### config.mk
export PLATFORM = sky130hd
export DESIGN_NAME = sha256_padder_flat
export DESIGN_NICKNAME = d
export VERILOG_FILES = /design/src/rtl/sha256_pkg.sv /design/src/rtl/sha256_padder_if.sv /design/src/rtl/sha256_padder.sv /design/src/flat_wrapper.sv
export SDC_FILE = /design/constraint.sdc
export NUM_CORES = 1
export LEC_CHECK = 0
export CORE_ASPECT_RATIO = 0.6
export CORE_MARGIN = 8
export CORE_UTILIZATION = 35
export DETAILED_ROUTE_END_ITERATION = 16
export PLACE_DENSITY = 0.59
export SETUP_SLACK_MARGIN = 0.05
export SLEW_MARGIN = 20
export SYNTH_ARGS = -nofsm -noshare
export SYNTH_HDL_FRONTEND = slang
export SYNTH_SLANG_ARGS = --single-unit
### constraint.sdc
create_clock -name clk -period 3.5 [get_ports clk]
set_input_delay 0.35 -clock clk [delete_from_list [all_inputs] [get_ports clk]]
set_output_delay 0.35 -clock clk [all_outputs]
set_load 0.1 [all_outputs]
### src/rtl/sha256_pkg.sv
// Shared SHA-256 definitions used by the padder and the hasher.
// Holds the padder state encoding, block geometry and the padding marker word.
package sha256_pkg;

  typedef enum logic [2:0] {
    S_IDLE,
    S_CHECK,
    S_RD,
    S_WAIT,
    S_WR,
    S_PAD,
    S_DONE
  } pad_state_t;

  localparam int          BLOCK_WORDS = 16;
  localparam logic [31:0] PAD_WORD    = 32'h8000_0000;

  // Room for N words, the marker word and the two length words, rounded up to whole blocks.
  function automatic logic [15:0] padded_blocks(input logic [15:0] n);
    logic [16:0] sum;
    sum = {1'b0, n} + 17'd18;
    return 16'(sum / 17'(BLOCK_WORDS));
  endfunction

endpackage

### src/rtl/sha256_padder_if.sv
// Single-port synchronous memory bus shared by the padder and the hasher.
// Read data is valid the cycle after the memory samples the address.
interface sha256_padder_if;

  logic        mem_clk;
  logic        mem_we;
  logic [15:0] mem_addr;
  logic [31:0] mem_write_data;
  logic [31:0] mem_read_data;

  modport master (
    output mem_clk,
    output mem_we,
    output mem_addr,
    output mem_write_data,
    input  mem_read_data
  );

  modport slave (
    input  mem_clk,
    input  mem_we,
    input  mem_addr,
    input  mem_write_data,
    output mem_read_data
  );

endinterface

### src/rtl/sha256_padder.sv
// Copies an N-word message and appends FIPS 180-4 padding, 3 cycles per copied word and 1 per pad word.
// Runs to completion once started; done holds until start drops.
module sha256_padder
  import sha256_pkg::*;
#(
  parameter logic [15:0] MAX_WORDS = 16'd1024
) (
  input  logic                   clk,
  input  logic                   reset,
  input  logic                   start,
  input  logic [15:0]            message_addr,
  input  logic [15:0]            message_words,
  input  logic [15:0]            padded_addr,
  output logic                   done,
  output logic                   error,
  output logic [15:0]            num_blocks,
  sha256_padder_if.master        mem
);

  pad_state_t  state_q, state_d;
  logic [15:0] idx_q, idx_d;
  logic [15:0] n_q, n_d;
  logic [15:0] src_q, src_d;
  logic [15:0] dst_q, dst_d;
  logic [16:0] total_q, total_d;

  logic        we_q, we_d;
  logic [15:0] addr_q, addr_d;
  logic [31:0] wdata_q, wdata_d;
  logic        done_q, done_d;
  logic        error_q, error_d;
  logic [15:0] nblk_q, nblk_d;

  logic [31:0] len_lo;
  assign len_lo = {11'd0, n_q, 5'd0};

  always_ff @(posedge clk) begin
    if (reset) begin
      state_q <= S_IDLE;
      idx_q   <= '0;
      n_q     <= '0;
      src_q   <= '0;
      dst_q   <= '0;
      total_q <= '0;
      we_q    <= 1'b0;
      addr_q  <= '0;
      wdata_q <= '0;
      done_q  <= 1'b0;
      error_q <= 1'b0;
      nblk_q  <= '0;
    end else begin
      state_q <= state_d;
      idx_q   <= idx_d;
      n_q     <= n_d;
      src_q   <= src_d;
      dst_q   <= dst_d;
      total_q <= total_d;
      we_q    <= we_d;
      addr_q  <= addr_d;
      wdata_q <= wdata_d;
      done_q  <= done_d;
      error_q <= error_d;
      nblk_q  <= nblk_d;
    end
  end

  always_comb begin
    state_d = state_q;
    idx_d   = idx_q;
    n_d     = n_q;
    src_d   = src_q;
    dst_d   = dst_q;
    total_d = total_q;
    we_d    = 1'b0;
    addr_d  = addr_q;
    wdata_d = wdata_q;
    done_d  = done_q;
    error_d = error_q;
    nblk_d  = nblk_q;

    unique case (state_q)
      S_IDLE: begin
        addr_d  = '0;
        wdata_d = '0;
        done_d  = 1'b0;
        error_d = 1'b0;
        nblk_d  = '0;
        if (start) begin
          n_d     = message_words;
          src_d   = message_addr;
          dst_d   = padded_addr;
          idx_d   = '0;
          state_d = S_CHECK;
        end
      end
      S_CHECK: begin
        if (n_q > MAX_WORDS) begin
          error_d = 1'b1;
          state_d = S_DONE;
        end else begin
          nblk_d  = padded_blocks(n_q);
          total_d = 17'(padded_blocks(n_q)) * 17'(BLOCK_WORDS);
          state_d = (n_q != '0) ? S_RD : S_PAD;
        end
      end
      S_RD: begin
        addr_d  = src_q + idx_q;
        state_d = S_WAIT;
      end
      // Address stays on the bus so read data is still valid during WR.
      S_WAIT: state_d = S_WR;
      S_WR: begin
        addr_d  = dst_q + idx_q;
        wdata_d = mem.mem_read_data;
        we_d    = 1'b1;
        idx_d   = idx_q + 16'd1;
        state_d = (({1'b0, idx_q} + 17'd1) < {1'b0, n_q}) ? S_RD : S_PAD;
      end
      S_PAD: begin
        addr_d = dst_q + idx_q;
        we_d   = 1'b1;
        idx_d  = idx_q + 16'd1;
        if ({1'b0, idx_q} == total_q - 17'd1) begin
          wdata_d = len_lo;
          state_d = S_DONE;
        end else if (idx_q == n_q) begin
          wdata_d = PAD_WORD;
        end else begin
          wdata_d = '0;
        end
      end
      // Guarantees done is seen for at least one cycle even if start already fell.
      S_DONE: begin
        if (!start && done_q) begin
          done_d  = 1'b0;
          error_d = 1'b0;
          state_d = S_IDLE;
        end else begin
          done_d = 1'b1;
        end
      end
      default: state_d = S_IDLE;
    endcase
  end

  assign done               = done_q;
  assign error              = error_q;
  assign num_blocks         = nblk_q;
  assign mem.mem_clk        = clk;
  assign mem.mem_we         = we_q;
  assign mem.mem_addr       = addr_q;
  assign mem.mem_write_data = wdata_q;

endmodule

### src/flat_wrapper.sv
// flat-port wrapper written by rule: the top's interface ports become plain ports
module sha256_padder_flat import sha256_pkg::*;
#(
  parameter logic [15:0] MAX_WORDS = 16'd1024
)
  (clk, reset, start, message_addr, message_words, padded_addr, done, error, num_blocks, mem_mem_clk, mem_mem_we, mem_mem_addr, mem_mem_write_data, mem_mem_read_data);
  sha256_padder_if mem_i ();
  input  logic clk;
  input  logic reset;
  input  logic start;
  input  logic [15:0] message_addr;
  input  logic [15:0] message_words;
  input  logic [15:0] padded_addr;
  output logic done;
  output logic error;
  output logic [15:0] num_blocks;
  output wire logic [$bits(mem_i.mem_clk)-1:0] mem_mem_clk;
  output wire logic [$bits(mem_i.mem_we)-1:0] mem_mem_we;
  output wire logic [$bits(mem_i.mem_addr)-1:0] mem_mem_addr;
  output wire logic [$bits(mem_i.mem_write_data)-1:0] mem_mem_write_data;
  input wire logic [$bits(mem_i.mem_read_data)-1:0] mem_mem_read_data;
  assign mem_mem_clk = mem_i.mem_clk;
  assign mem_mem_we = mem_i.mem_we;
  assign mem_mem_addr = mem_i.mem_addr;
  assign mem_mem_write_data = mem_i.mem_write_data;
  assign mem_i.mem_read_data = mem_mem_read_data;
  sha256_padder #(.MAX_WORDS(MAX_WORDS)) u_core (.clk(clk), .reset(reset), .start(start), .message_addr(message_addr), .message_words(message_words), .padded_addr(padded_addr), .done(done), .error(error), .num_blocks(num_blocks), .mem(mem_i));
endmodule
==> impl_metrics.ini <==
[status]
status = complete, no violations

[floorplan]
dieHeight_um = 128.7
ios = 151
start_util_pct = 35.48
coreArea_mm2 = 0.02088
dieArea_mm2 = 0.02623
die_w_um = 203.8
rows = 41

[placed_design]
place.gp.congestion = 0.9157
pre_cts_slack_ps = 356.7
dp_hpwl_mm = 18.26
portBuffers = 147

[job]
cap_violations = 0

[min_path]
hold_class = in -> reg

[sta]
hold_violations = 0
clock_skew_ps = 7.988
slew_headroom_pct = 28.14
rsz0062_at_grt = no
final.setup.tns_ps = 0
fin_hold_ws_ps = 198.4
tightest_slew_ps = 1074
finalMaxSlewViolations = 0
setup_viol = 0
fin_ws_ps = 197.6

[setup_path]
cp.arrival_ps = 2950
critPathMaxStageDelay_ps = 950
crit_family = buffers and inverters
endpoint_kind = primary output
crit_top_cell = clkbuf_16
cp_max_fo = 2
path_cells = clkbuf_16 -> clkbuf_16 -> clkdlybuf4s50_1
cp_data_required_time_ps = 3150
worstSetupPathType = clk -> out
crit_buf_inv = 3
start_kind = clock port
cp_slowest_cell = clkdlybuf4s50_1

[global_route]
track_usage_pct = 18.85
grt_pass1_vias = 6769
antenna_found_initial = 0
overflow = 0
grt_max_degree = 56
grt_pass1_wl_mm = 38.63

[route]
drt_iter0_drc = 551
routed_wl_mm = 24.49
viasPerCell = 5.212
antenna_left = 0
vias = 7156
drc = 0
post_drt_wl_per_cell_um = 17.83
firstDrtPassIters = 6

[synth]
async_flop_share_pct = 0
yosysUniqueCellTypes = 53
netlist_top_cells_count = nand2_1, dfxtp_1, a21oi_1
synth_area_leader_cell = dfxtp_1
syn_avg_cell_area_um2 = 7.764
synth_cells = 954
synth_edf_count = 0
yosysWarnings = 0
synth_most_common_cell = nand2_1
synth.area.top_cells = dfxtp_1, nand2_1, a21oi_1, ha_1, xnor2_1
synth_top_area_share_pct = 38.92
ys.flop_type = dfxtp_1
synth_seq_cells = 144
netlist_area_mm2 = 0.007407
synth_sequential_area_ratio_pct = 38.92

[cells_and_area]
postLayoutCoreUtil_pct = 47.38
multi_input_area_mm2 = 0.004170
layout.area.seq_mm2 = 0.002883
antenna_cells_inserted = 0
drive_above_1_share_pct = 6.216
area_growth_pct = 33.55
nNetsFinal = 1198
fillCellCount = 2063

[pwr]
power_mw = 7.490
power_density_mw_per_mm2 = 757.2
power_leakage_nw = 3.854
ir_drop_mv = 0.7869

[clock_tree]
cts_tree = done
cts_hold_buf = 0
clock_latency_ps = 550
post_cts_buffers = 0
path_clk_slew_ps = 60
cts_resized = 0
stage by stage:
step / area [um^2] / cells
floorplan: 7417 / 956
global placement: 9153 / 1338
detailed placement: 9153 / 1338
CTS: 9881 / 1373
global route: 9892 / 1373
finish: 9892 / 1373
report_power, final:
part           internal, mW  total, mW  switching (mW)
sequential             1.89       2.16           0.265
combinational         0.968       3.03            2.06
clock                  1.45       2.31           0.858
metal layers:
metal  part of all wire [%]  GRT usage, %  vias up  wire (um)
met3                     10         7.204       18       2516
li1                       -             -     3552          -
met1                     53         28.89     3309      12870
met2                     36         23.72      277       8902
met4                   0.80         4.121        0        195
met5                      0             0        -          0
registers in the layout, indices dropped and copies added, names as in the netlist:
register / count
u_core.mem.mem_we: 1
u_core.src_q: 16
u_core.mem.mem_addr: 16
u_core.dst_q: 16
u_core.num_blocks: 13
u_core.total_q: 13
u_core.error: 1
u_core.done: 1
u_core.n_q: 16
u_core.idx_q: 16
u_core.state_q: 3
u_core.mem.mem_write_data: 32
logic make-up after synthesis:
group / count (synthesis) / share of synthesized area [%]
adder cells (fa/ha/maj): 34 / 5.845
other: 1 / 0.05063
multiplexers: 2 / 0.2703
buffers and inverters: 97 / 5.118
flip-flops: 144 / 38.92
XOR/XNOR: 56 / 6.622
AND/OR/NAND/NOR: 388 / 23.11
AO/OA/AOI/OAI: 232 / 20.07
cell type report:
| cell class | instances | area share [%] |
|---|---|---|
| clock buffer | 23 | 5.338 |
| clock inverter | 13 | 2.125 |
| inverter | 28 | 1.062 |
| multi-input combinational | 715 | 42.16 |
| sequential | 144 | 29.14 |
| tap | 279 | 3.529 |
| timing repair buffer | 171 | 16.65 |
worst register-to-register path, stage by stage (launching register included):
cell,delay (ps)
dfxtp_1,460
ha_1,300
nand2_1,130
nor4_2,300
nand2_1,140
xnor2_1,170
ha_1,340
a21oi_1,150
o21ai_0,120
o311ai_0,340
a21oi_1,220
o221a_2,310
a21oi_1,110
worst paths after layout:
kind,endpoint,cells after the start,slack (ps),from
setup / recovery,mem_mem_clk,3,200,clk
hold reg to reg,u_core.src_q[15],2,450,u_core.src_q[15]
hold / removal,u_core.mem.mem_write_data[29],2,200,reset
setup reg to reg,u_core.state_q[1],12,350,u_core.idx_q[1]
cell usage in the layout, fill, tap and decap left out, drive strengths merged, types with 3 or more instances in the layout:
cell type / n
nand3: 21
nor3: 24
nor2: 83
clkbuf: 22
nand4: 10
a211oi: 7
a21oi: 95
a22o: 3
and3: 7
o31ai: 13
conb: 3
bufinv: 5
ha: 33
buf: 26
o21ai: 23
clkinv: 5
clkdlybuf4s50: 146
and2: 13
a211o: 3
nand2: 188
or3: 8
o21a: 6
o2bb2ai: 4
xor2: 17
o2111ai: 3
xnor2: 39
a22oi: 45
nor2b: 9
a32oi: 3
a21o: 9
inv: 29
dfxtp: 144
or4: 4
nand2b: 8
nor4: 9
Note: power is estimated with default switching activity, not from simulation.
